## config.mk

```make
export PLATFORM = sky130hd
export DESIGN_NAME = sram_access_seq
export DESIGN_NICKNAME = d
export VERILOG_FILES = /design/src/rtl/sram_access_seq.sv
export SDC_FILE = /design/constraint.sdc
export NUM_CORES = 1
export LEC_CHECK = 0
export ABC_CLOCK_PERIOD_IN_PS = 2150
export BUFFER_PORTS_ARGS = -buffer_cell sky130_fd_sc_hd__buf_4
export CAP_MARGIN = 10
export CORE_MARGIN = 2
export CORE_UTILIZATION = 37
export DETAILED_ROUTE_END_ITERATION = 10
export GPL_TIMING_DRIVEN = 0
export PLACE_DENSITY = 0.65
export RECOVER_POWER = 50
export SLEW_MARGIN = 0
export SYNTH_ARGS = -nofsm -noshare
export SYNTH_HDL_FRONTEND = slang
export SYNTH_SLANG_ARGS = --single-unit
```

## constraint.sdc

```tcl
create_clock -name Clk -period 2.15 [get_ports Clk]
set_clock_uncertainty 0.1 [all_clocks]
set_input_delay 0.3225 -clock Clk [delete_from_list [all_inputs] [get_ports Clk]]
set_output_delay 0.3225 -clock Clk [all_outputs]
set_load 0.05 [all_outputs]
```

## src/rtl/sram_access_seq.sv

```systemverilog
// Multi-cycle SRAM access sequencer: accepts one read/write request and drives
// CE/OE/WE timing, captures read data and returns a one-cycle completion pulse.
module sram_access_seq #(
    parameter int unsigned ADDR_W   = 20,
    parameter int unsigned WAIT_CYC = 2
) (
    input  logic              Clk,
    input  logic              Reset,
    input  logic              Req_valid,
    output logic              Req_ready,
    input  logic              Req_we,
    input  logic [ADDR_W-1:0] Req_addr,
    input  logic [15:0]       Req_wdata,
    output logic              Rsp_valid,
    output logic [15:0]       Rsp_rdata,
    output logic [ADDR_W-1:0] ADDR,
    input  logic [15:0]       Data_from_SRAM,
    output logic [15:0]       Data_to_SRAM,
    output logic              Data_oe,
    output logic              Mem_CE,
    output logic              Mem_OE,
    output logic              Mem_WE,
    output logic              Mem_UB,
    output logic              Mem_LB
);

    localparam int unsigned DATA_W = 16;
    localparam int unsigned CNT_W  = (WAIT_CYC < 2) ? 1 : $clog2(WAIT_CYC + 1);

    generate
        if (WAIT_CYC == 0) begin : g_bad_wait
            $error("sram_access_seq: WAIT_CYC must be at least 1");
        end
    endgenerate

    typedef enum logic [1:0] {
        S_IDLE   = 2'd0,
        S_SETUP  = 2'd1,
        S_ACCESS = 2'd2,
        S_DONE   = 2'd3
    } state_t;

    state_t              state_q, state_d;
    logic [CNT_W-1:0]    cnt_q, cnt_d;
    logic                we_q, we_d;
    logic [ADDR_W-1:0]   addr_d;
    logic [DATA_W-1:0]   wdata_d;
    logic [DATA_W-1:0]   rdata_d;
    logic                ready_d;
    logic                rsp_valid_d;
    logic                data_oe_d;
    logic                ce_d;
    logic                oe_d;
    logic                we_n_d;

    // Word access only: byte lanes always enabled.
    assign Mem_UB = 1'b0;
    assign Mem_LB = 1'b0;

    // State, datapath and strobe registers.
    always_ff @(posedge Clk or negedge Reset) begin
        if (!Reset) begin
            state_q      <= S_IDLE;
            cnt_q        <= '0;
            we_q         <= 1'b0;
            ADDR         <= '0;
            Data_to_SRAM <= '0;
            Rsp_rdata    <= '0;
            Req_ready    <= 1'b0;
            Rsp_valid    <= 1'b0;
            Data_oe      <= 1'b0;
            Mem_CE       <= 1'b1;
            Mem_OE       <= 1'b1;
            Mem_WE       <= 1'b1;
        end else begin
            state_q      <= state_d;
            cnt_q        <= cnt_d;
            we_q         <= we_d;
            ADDR         <= addr_d;
            Data_to_SRAM <= wdata_d;
            Rsp_rdata    <= rdata_d;
            Req_ready    <= ready_d;
            Rsp_valid    <= rsp_valid_d;
            Data_oe      <= data_oe_d;
            Mem_CE       <= ce_d;
            Mem_OE       <= oe_d;
            Mem_WE       <= we_n_d;
        end
    end

    // Next state and next strobe values; strobes are a pure decode of the next
    // state so the registered outputs always match the registered state.
    always_comb begin
        state_d     = state_q;
        cnt_d       = cnt_q;
        we_d        = we_q;
        addr_d      = ADDR;
        wdata_d     = Data_to_SRAM;
        rdata_d     = Rsp_rdata;
        ready_d     = 1'b0;
        rsp_valid_d = 1'b0;
        data_oe_d   = 1'b0;
        ce_d        = 1'b1;
        oe_d        = 1'b1;
        we_n_d      = 1'b1;

        unique case (state_q)
            S_IDLE: begin
                if (Req_valid && Req_ready) begin
                    we_d    = Req_we;
                    addr_d  = Req_addr;
                    wdata_d = Req_wdata;
                    cnt_d   = CNT_W'(WAIT_CYC);
                    state_d = S_SETUP;
                end
            end
            S_SETUP: begin
                state_d = S_ACCESS;
            end
            S_ACCESS: begin
                cnt_d = cnt_q - CNT_W'(1);
                if (cnt_q <= CNT_W'(1)) begin
                    state_d = S_DONE;
                    if (!we_q) begin
                        rdata_d = Data_from_SRAM;
                    end
                end
            end
            S_DONE: begin
                state_d = S_IDLE;
            end
            default: begin
                state_d = S_IDLE;
            end
        endcase

        unique case (state_d)
            S_IDLE: begin
                ready_d = 1'b1;
            end
            S_SETUP: begin
                ce_d      = 1'b0;
                data_oe_d = we_d;
            end
            S_ACCESS: begin
                ce_d      = 1'b0;
                oe_d      = we_d;
                we_n_d    = !we_d;
                data_oe_d = we_d;
            end
            S_DONE: begin
                ce_d        = 1'b0;
                rsp_valid_d = 1'b1;
                data_oe_d   = we_d;
            end
            default: begin
                ready_d = 1'b0;
            end
        endcase
    end

endmodule
```

After elaboration in Yosys (flattened, before gate mapping)
Index checks and enable logic that the tools add are counted.
{ "op_classes": {"add_sub_neg": 1, "order_cmp": 1, "n_eq_ne": 7, "n_mux": 13, "bitwise_logic": 1, "reduce_logical": 9} }
{ "op_table": {"columns": ["op", "n"], "rows": [
  ["$eq A2 B2 Y1 const B", 4],
  ["$mux W1", 8],
  ["$pmux W2 S4", 1],
  ["$mux W2", 3],
  ["$eq A2 B1 Y1 const B", 2],
  ["$logic_not A2 Y1", 2],
  ["$pmux W2 S2", 1],
  ["$reduce_and A2 Y1", 2],
  ["$reduce_and A3 Y1", 1],
  ["$reduce_or A3 Y1", 1],
  ["$le A2 B1 Y1 const B", 1],
  ["$ne A2 B2 Y1 const B", 1],
  ["$reduce_bool A2 Y1", 1],
  ["$sub A2 B1 Y2 const B", 1],
  ["$logic_and A1 B1 Y1", 1],
  ["$logic_not A1 Y1", 1],
  ["$not A1 Y1", 1]
]} }
{ "word_totals": {"register_bits": 63, "input_bits": 56, "output_inout_bits": 60} }

Depth between registers and ports, before layout
Gate-level depths: netlist of run 1.
{ "logic_depth": {"ltp_word": 6, "ltp_mapped": 7, "mapped_depth_nobuf": 6} }

Worst setup path after synthesis of run 1
OpenSTA, ideal clock, no wires.
{ "synth_timing": {"path_kind": "reg-to-reg", "from": "register state_q[0]", "to": "register Rsp_rdata[10]", "setup_ps": 125, "t_arrival_ps": 1561, "t_required_ps": 1925, "path_slack_ps": 364, "path_stages_with_launch": 7, "period_less_slack_ps": 1786, "cell_sequence": "dfrtp_1 -> inv_1 -> ha_1 -> inv_2 -> a211oi_4 -> buf_12 -> mux2_4"} }
{ "synth_between": {"elab_chain_len": 2} }
{ "synth_lines": {"columns": ["element", "line_no", "rtl"], "rows": [
  ["start: declaration", "43", "state_t state_q, state_d;"],
  ["start signal: assignment", "76", "state_q <= state_d;"],
  ["$eq A2 B2 Y1", "107", "unique case (state_q)"],
  ["$reduce_and A3 Y1 (no line)", null, null],
  ["end signal: assignment", "81", "Rsp_rdata <= rdata_d;"],
  ["end: declaration", "15", "output logic [15:0] Rsp_rdata,"]
]} }
Every way passes these cells.
A chain may end at the register's enable or synchronous reset.

Worst setup path after layout of run 1
{ "layout_timing": {"from": "register state_q[0]", "to": "register Rsp_rdata[12]"} }
Same word-level chain as after synthesis.

==> results of run 1 <==
## cell usage in the layout, fill, tap and decap left out, types with 2 or more instances in the layout
cell type,n
mux2i_1,3
dfstp_2,3
mux2_4,10
conb_1,2
inv_1,6
dfrtp_1,60
mux2_2,42
buf_2,3
bufinv_16,2
nand3_1,3
ha_1,5
buf_4,87
clkbuf_8,11
nor2_1,2
clkbuf_1,30
## logic make-up (layout without fill, tap and decap cells)
kind of cell               Yosys count  in the layout
DFF                                 63             63
adders and majority gates            5              5
and+or+nand+nor                      9              9
buffers and inverters               14            143
other                                1              2
muxes                               55             55
AOI/OAI and AO/OA                    5              5
## metrics by stage
stage	cell area (um^2)	worst slack, ns	util, %	hold slack, ns	std cells
after global routing	3553	0.03965	55.33	0.1090	359
after CTS	3661	0.1569	57.00	0.004387	359
after global placement	3437	0.1800	53.52	0.3634	343
after floorplan	2492	0.3643	-	-0.07309	153
final	3553	0.1905	55.33	0.1246	359
after detailed placement	3437	0.1742	53.52	0.3620	343
## final cells by class
cell class / instances / share of cell area (%)
repair buffers: 113 / 20.85
well taps: 77 / 2.711
plain buffers: 7 / 1.620
multi-input cells: 76 / 23.31
clock inverters: 3 / 1.831
inverters: 7 / 0.7394
flip-flops and latches: 63 / 44.47
clock buffers: 13 / 4.472
## path summary, 6_finish.rpt
check,cells after the start,slack (ns),end,startpoint
max,6,0.19,Rsp_rdata[12],state_q[0]
min,2,0.12,ADDR[9],Req_addr[9]
max reg2reg,6,0.19,Rsp_rdata[12],state_q[0]
min reg2reg,1,0.40,cnt_q[0],cnt_q[0]
max in group asynchronous,1,0.74,Req_ready,Reset
min in group asynchronous,1,0.29,Rsp_rdata[13],Reset
## routing by layer
metal	global-route usage, %	routed length [um]	part of all wire [%]	vias to the layer above
met2	24.03	2573	49	59
met1	18.45	2214	42	789
met5	0	0	0	-
met3	4.331	387	7.4	8
li1	-	-	-	768
met4	6.061	89	1.7	0
## worst register-to-register path, delay by kind of cell, from the launching register on
| family | cells | cell delay, ns |
|---|---|---|
| AO/OA/AOI/OAI | 1 | 0.40 |
| buffers and inverters | 3 | 0.42 |
| multiplexers | 1 | 0.31 |
| flip-flops | 1 | 0.40 |
| adder cells (fa/ha/maj) | 1 | 0.23 |
## registers in the layout, summed over array words and instances, names as in the netlist, 2 cells and up
signal,count
ADDR,20
Data_to_SRAM,16
state_q,2
Rsp_rdata,16
cnt_q,2
## cells in the mapped netlist
cell type	count	area, um^2
nand3_1	3	15.01
nor2b_1	1	6.260
buf_4	3	22.52
and3_1	1	6.260
mux2_4	10	150.1
dfstp_2	3	78.83
mux2i_1	3	30.03
o21ai_0	1	5.000
o32ai_2	1	16.27
dfrtp_1	60	1501
or3_1	1	6.260
buf_2	3	15.01
ha_1	5	62.56
o41ai_1	1	8.760
mux2_2	42	473.0
and2_1	1	6.260
inv_1	6	22.52
inv_2	1	3.750
conb_1	1	3.750
a21o_1	1	7.510
a211oi_4	1	20.02
nor2_1	2	7.510
buf_12	1	20.02
==> reports/summary.md, run 1 <==
- finished with violations — status
- capacitance limit, slew limit — violated checks
- 5.264 mm — total length of routed wires
- 510.3 MHz — fmax
- 1730 — number of global-route vias before repair
- 91.14% — final critical-path share of the clock period
- 3 — count of buffering cells on the critical path with inverters included
- 26.24% — share of cell area taken by muxes after synthesis
- 1.911% — Synth Area in Simple Gates
- 42.79% — post-synthesis to final-layout area growth
- 10 — crit path max fanout
- 0.07 ns — CTS clock-pin slew for the worst setup and hold paths
- inv_1, ha_1, inv_2, a211oi_4, buf_12, mux2_4 — cells along the critical path
- 86.01 um — die outline width
- 0 — final count of negative-setup-slack endpoints
- 23 — distinct cell type count of the synthesized netlist
- 63 — number of register bits inferred by synthesis
- 1 — max-cap violation count
- 2.26 ns — required time of the critical path
- 14.66 um — Wirelength per Cell
- flip-flop — critical path endpoint category
- 86.01 um — Die H
- 6422 um^2 — Core Footprint
- yes — clock tree from TritonCTS
- 0 ns — final total negative setup slack
- 2.07 ns — data arrival at the endpoint of the critical path
- 0 — Remaining DRCs
- in2reg — Tightest Hold Check Type
- 64 — max-slew violation count
- 29 — number of rows in the core area
- 828.3 um^2 — area taken by multi-input logic gates
- 4.524 — Via density
- false — setup repair after global routing missed its margin
- 2.313% — post-synthesis compound-gate area fraction
- 0 — warnings from Yosys
- 0.32 ns — later-pin clock latency in the skew report
- 8.383 mm — wire length of the first global-routing pass
- 3 — Clock H-tree levels
- 14.78% — Global Route Usage Sum
- 1.959 ns — minimum clock period after layout
- 0 — number of antenna violations at the first check in global routing
- 0% — share of the synthesized netlist area taken by xor and xnor gates
- 578 — number of fillers in the final layout
- 0 — # diodes
- 2489 um^2 — Post-Syn Area
- -4.281% — relative slew slack
- 58.16% — share of post-route cells with drive strength above 1
- 2 — CTS Buffer Depth
- 1624 — vias
- 0.7218 — Placer Congestion
- 16.37 um^2 — Post-Syn Area per Cell
- 9 — number of CTS-inserted buffers
- 0 — cts-stage hold buffer count
- reg2reg — worst setup path class
- 63 — number of clock sinks
- 1.564 ns — Slew @ Worst Pin
- 38.75% — starting density of the core
- 0 — number of nets with antenna violations after detailed routing
- 0 — buffers inserted during post-CTS setup optimization
- 7398 um^2 — Total Die Area
- 2.514% — adder-cell share of the synthesized area
- 338 — # nets final
- 116 — Boundary Pins
- 4 — DRT Pass-1 Iters
- 3.838 mm — post-detail-place hpwl
- 113 — buffers added on ports
- 1580 um^2 — footprint of the flip-flops and latches
- 0 — final-report hold violation count
- flip-flop — crit path launch type
- multiplexers — main combinational cell family by area after synthesis
- 0 — number of gates resized after cts
- 64 — maximum number of pins on one net before global-route repair
- 0 — overall overflow remaining after global route
- 47 — Starting DRT DRC Count
- buffers and inverters — kind of cell with the highest combined delay on the critical path
- 63.50% — register area share after synthesis
- clkbuf_8 — cell at the root of the clock tree
- 152 — number of instances in the synthesized netlist
- dfrtp_1 — cell with the largest stage delay on the worst path
- 0.40 ns — biggest cell delay along the critical path
Power of run 1 is not shown: default switching activity piles up to over one toggle a cycle in this logic, so the estimate is an artifact.
==> run 2: changes to the inputs <==
==> constraint.sdc (replaced) <==
create_clock -name Clk -period 2.15 [get_ports Clk]
set_clock_uncertainty 0.1 [all_clocks]
set_input_delay 0.215 -clock Clk [delete_from_list [all_inputs] [get_ports Clk]]
set_output_delay 0.215 -clock Clk [all_outputs]
set_load 0.05 [all_outputs]
==> reports/summary.md, run 2 (synthesis gave the netlist of run 1 again) <==
- 0 — final-report hold violation count
- 0.40 ns — biggest cell delay along the critical path
- 91.08% — final critical-path share of the clock period
- dfrtp_1 — cell with the largest stage delay on the worst path
- 4 — DRT Pass-1 Iters
- complete, no violations — status
- 0 — overall overflow remaining after global route
- flip-flop — crit path launch type
- 3462 um^2 — final std cell area, no fill
- ADDR x20, Data_to_SRAM x16, Rsp_rdata x16 — biggest registers after layout
- 0.07 ns — CTS clock-pin slew for the worst setup and hold paths
- 6422 um^2 — Core Footprint
- 14.79 um — Wirelength per Cell
- flip-flop — critical path endpoint category
- reg2reg — worst setup path class
- 5.326 mm — total length of routed wires
- 1.958 ns — minimum clock period after layout
- 0 — number of gates resized after cts
- 0.32 ns — later-pin clock latency in the skew report
- 3 — count of buffering cells on the critical path with inverters included
- 3.838 mm — post-detail-place hpwl
- 1580 um^2 — footprint of the flip-flops and latches
- 0 — Remaining DRCs
- 0.19 ns — flop2flop setup slack
- in2reg — Tightest Hold Check Type
- 0.7218 — Placer Congestion
- yes — clock tree from TritonCTS
- 1.394 ns — Slew @ Worst Pin
- state_q[0] — Critical path origin
- 14.86% — Global Route Usage Sum
- Rsp_rdata[9] — Worst R2R End
- ADDR[9] — Hold Path End
- 38.75% — starting density of the core
- 29 — number of rows in the core area
- 64 — maximum number of pins on one net before global-route repair
- 10 — crit path max fanout
- buffers and inverters — kind of cell with the highest combined delay on the critical path
- 4.544 — Via density
- dfrtp_1 (60), buf_4 (60), clkbuf_1 (57), mux2_2 (42), clkbuf_8 (11) — commonest cells after routing, fill and taps aside
- 1 — cts-stage hold buffer count
- false — setup repair after global routing missed its margin
- 86.01 um — Die H
- 116 — Boundary Pins
- 48.41% — share of post-route cells with drive strength above 1
- 1742 — number of global-route vias before repair
- 0 — max-cap violation count
- 0.01684 ns — worst slack on hold paths
- 7398 um^2 — Total Die Area
- 0 — buffers inserted during post-CTS setup optimization
- 0 — number of antenna violations at the first check in global routing
- 53.91% — utilization after layout
- 3 — Clock H-tree levels
- 2.25 ns — required time of the critical path
- 3437 um^2 — Area after DPL
- 1636 — vias
- ADDR — Biggest register
- 828.3 um^2 — area taken by multi-input logic gates
- 2.06 ns — data arrival at the endpoint of the critical path
- 63 — number of clock sinks
- state_q[0] — worst reg2reg path startpoint
- inv_1, ha_1, inv_2, a211oi_4, buf_12, mux2_4 — cells along the critical path
- 6 — worst reg2reg path depth
- 49 — Starting DRT DRC Count
- 2 — Worst Hold Depth
- 510.7 MHz — fmax
- 594 — number of fillers in the final layout
- 86.01 um — die outline width
- 0 — max-slew violation count
- clkbuf_8 — cell at the root of the clock tree
- 113 — buffers added on ports
- 39.12% — post-synthesis to final-layout area growth
- 0 ns — final total negative setup slack
- 0 — number of nets with antenna violations after detailed routing
- Req_addr[9] — HP Start
- 7.068% — relative slew slack
- 2 — CTS Buffer Depth
- 20 — max reg flops
- 9 — number of CTS-inserted buffers
- 8.424 mm — wire length of the first global-routing pass
- 0 — # diodes
- 0 — final count of negative-setup-slack endpoints
- 339 — # nets final
[run 2: cell count changes in the layout (fill, tap and decap cells not counted)]
cell and change:
buf_4 -27, clkbuf_1 +27, buf_2 +1, clkbuf_2 -1, dlygate4sd3_1 +1
[run 2: layout make-up]
class,instances,area share (%)
Sequential cell,63,45.65
Multi-Input combinational cell,76,23.92
Timing Repair Buffer,114,18.76
Clock buffer,13,4.590
Tap cell,77,2.783
Clock inverter,3,1.879
Buffer,7,1.662
Inverter,7,0.7589
[run 2: worst max path at each step]
stage	endpoint	cells after the start
floorplan	Rsp_rdata[10]	6
global placement	Rsp_rdata[11]	6
detailed placement	Rsp_rdata[12]	6
CTS	Rsp_rdata[12]	6
global route	Rsp_rdata[12]	6
finish	Rsp_rdata[9]	6
[run 2: through the flow]
| step | setup slack [ns] | std cells |
|---|---|---|
| after global routing | 0.03965 | 360 |
| after detailed placement | 0.1742 | 343 |
| final | 0.1917 | 360 |
| after CTS | 0.1569 | 360 |
| after floorplan | 0.3643 | 153 |
| after global placement | 0.1800 | 343 |
[run 2: worst reg2reg max path, stage by stage, from the launching register on]
cell	delay, ns
dfrtp_1	0.40
inv_1	0.14
ha_1	0.23
inv_2	0.07
a211oi_4	0.39
buf_12	0.21
mux2_4	0.31
[run 2: metal layers]
| metal | vias to the layer above | track usage, % | routed length (um) |
|---|---|---|---|
| met4 | 0 | 6.061 | 75 |
| met5 | - | 0 | 0 |
| met2 | 59 | 24.31 | 2587 |
| li1 | 771 | - | - |
| met3 | 7 | 4.331 | 389 |
| met1 | 799 | 18.45 | 2273 |
Power of run 2 is left out for the same reason.
==> run 3: changes to the inputs <==
--- a/config.mk
+++ b/config.mk
@@ -8,7 +8,7 @@
 export ABC_CLOCK_PERIOD_IN_PS = 2150
 export BUFFER_PORTS_ARGS = -buffer_cell sky130_fd_sc_hd__buf_4
-export CAP_MARGIN = 10
 export CORE_MARGIN = 2
 export CORE_UTILIZATION = 37
+export CTS_CLUSTER_SIZE = 20
 export DETAILED_ROUTE_END_ITERATION = 10
 export GPL_TIMING_DRIVEN = 0
==> constraint.sdc (replaced) <==
create_clock -name Clk -period 2.15 [get_ports Clk]
set_clock_uncertainty 0.1 [all_clocks]
set_input_delay 0.1075 -clock Clk [delete_from_list [all_inputs] [get_ports Clk]]
set_output_delay 0.1075 -clock Clk [all_outputs]
set_load 0.05 [all_outputs]
==> reports/summary.md, run 3 (synthesis gave the netlist of run 1 again) <==
- clkbuf_8 — cell at the root of the clock tree
- dfrtp_1 (60), buf_4 (60), clkbuf_1 (57), dlygate4sd3_1 (54), mux2_2 (42) — commonest cells after routing, fill and taps aside
- state_q[0] — worst reg2reg path startpoint
- 1763 nW/um^2 — power per cell area
- 6 — worst reg2reg path depth
- 63 — number of clock sinks
- 563 — number of fillers in the final layout
- state_q[0] — Critical path origin
- 0.7218 — Placer Congestion
- 86.01 um — Die H
- 20 — max reg flops
- met4 — uppermost routed layer
- 64 — max-slew violation count
- flip-flop — crit path launch type
- ADDR — Biggest register
- 64 — maximum number of pins on one net before global-route repair
- 1 — max-cap violation count
- false — setup repair after global routing missed its margin
- 0 ns — final total negative setup slack
- 0 — Remaining DRCs
- 0 — # diodes
- 3 — count of buffering cells on the critical path with inverters included
- 6.245 mm — total length of routed wires
- 3 — Clock H-tree levels
- 413 — final cell count without fillers
- 392 — # nets final
- yes — clock tree from TritonCTS
- flip-flop — critical path endpoint category
- 29 — number of rows in the core area
- 0.32 ns — later-pin clock latency in the skew report
- buffers and inverters — kind of cell with the highest combined delay on the critical path
- 113 — buffers added on ports
- 43 — Starting DRT DRC Count
- a211oi_4 — cell with the largest stage delay on the worst path
- 7398 um^2 — Total Die Area
- 4 — DRT Pass-1 Iters
- 6422 um^2 — Core Footprint
- 0 — number of nets with antenna violations after detailed routing
- -2.280% — relative slew slack
- inv_1, ha_1, inv_2, a211oi_4, buf_12, mux2_4 — cells along the critical path
- 0.8761 mV — worst vdd ir
- 0.41 ns — biggest cell delay along the critical path
- 10.02 mm — wire length of the first global-routing pass
- 2.557 mm — metal1 wirelength
- 17.75% — Global Route Usage Sum
- 3.225 mm — metal2 WL
- 6 — Levels on crit path
- 1.982 ns — minimum clock period after layout
- finished with violations — status
- 1.843 nW — Pleak
- 0 — final count of negative-setup-slack endpoints
- 0 — overall overflow remaining after global route
- 343 — placed insts
- 1.534 ns — Slew @ Worst Pin
- 0 — final-report hold violation count
- 116 — Boundary Pins
- Rsp_rdata[6] — crit path capture
- 2 — CTS Buffer Depth
- reg2reg — worst setup path class
- 4.479 — Via density
- 40.77% — share of post-route cells with drive strength above 1
- 2.09 ns — data arrival at the endpoint of the critical path
- 15.12 um — Wirelength per Cell
- 356 um — met3 layer wire length in the routed design
- 38.75% — starting density of the core
- 10 — crit path max fanout
- 1850 — vias
- capacitance limit, slew limit — violated checks
- 504.5 MHz — fmax
- 86.01 um — die outline width
- 0 — number of antenna violations at the first check in global routing
- 92.19% — final critical-path share of the clock period
- 60.43% — post-synthesis to final-layout area growth
- Rsp_rdata[6] — Worst R2R End
- 0 — number of gates resized after cts
- 2046 — number of global-route vias before repair
- 9 — number of CTS-inserted buffers
- 3.838 mm — post-detail-place hpwl
- ADDR x20, Data_to_SRAM x16, Rsp_rdata x16 — biggest registers after layout
- in2reg — Tightest Hold Check Type
- 2.25 ns — required time of the critical path
- 0.17 ns — flop2flop setup slack
- 0.06 ns — CTS clock-pin slew for the worst setup and hold paths
## run 3: cell count changes in the layout (fill, tap and decap cells not counted), sizes merged
cell,before,now
buf,65,64
dlygate4sd3,1,54
clkbuf,68,69
## run 3: stage by stage
stage	util, %	hold WS [ns]	total power, mW	cell area [um^2]	worst slack, ns
6_report	62.17	0.1218	7.040	3993	0.1679
2_1_floorplan	-	-0.2881	5.035	2492	0.3643
3_5_place_dp	53.52	0.1470	6.276	3437	0.1742
4_1_cts	65.42	0.1149	7.522	4202	0.1569
5_1_grt	62.17	0.1522	7.383	3993	0.04317
3_3_place_gp	53.52	0.1484	6.224	3437	0.1800
## run 3: where the power goes
group / leakage (nW) / internal, mW / total (mW) / switching [mW]
registers: 0.750 / 1.80 / 2.11 / 0.307
logic: 0.979 / 1.07 / 3.79 / 2.73
clock network: 0.114 / 0.716 / 1.14 / 0.423
## run 3: tightest hold or removal path, delay by kind of cell
kind | cells | cell delay [ns]
buffers and inverters | 1 | 0.09
AO/OA/AOI/OAI | 1 | 0.14
AND/OR/NAND/NOR | 1 | 0.19
## run 3: routing by layer
layer | global-route usage (%) | vias up
met5 | 0 | -
met4 | 6.638 | 0
met2 | 31.57 | 63
li1 | - | 878
met1 | 20.48 | 900
met3 | 4.524 | 9
## run 3: what timing repair did
item / in CTS / in global routing
hold buffers: 54 / 0
endpoints found under the hold margin: 114 / 0
buffers inserted: 0 / 0
## run 3: layout make-up
| cell class | count | area [um^2] | share of cell area [%] |
|---|---|---|---|
| Multi-Input combinational cell | 76 | 828.3 | 20.75 |
| Inverter | 7 | 26.28 | 0.6581 |
| Clock inverter | 3 | 65.06 | 1.630 |
| Timing Repair Buffer | 167 | 1180 | 29.55 |
| Tap cell | 77 | 96.34 | 2.413 |
| Clock buffer | 13 | 158.9 | 3.980 |
| Buffer | 7 | 57.56 | 1.442 |
| Sequential cell | 63 | 1580 | 39.58 |
## run 3: worst min-delay path by stage
stage               from            end  slack [ns]  cells past startpoint
2_1_floorplan      Reset        ADDR[0]       -0.29                      0
3_3_place_gp       Reset  Rsp_rdata[14]        0.15                      1
3_5_place_dp       Reset  Rsp_rdata[13]        0.15                      1
4_1_cts        Req_valid         Mem_CE        0.11                      3
5_1_grt        Req_valid         Mem_CE        0.15                      3
6_report       Req_valid         Mem_CE        0.12                      3
No activity file was read; power rests on OpenSTA's default activity.
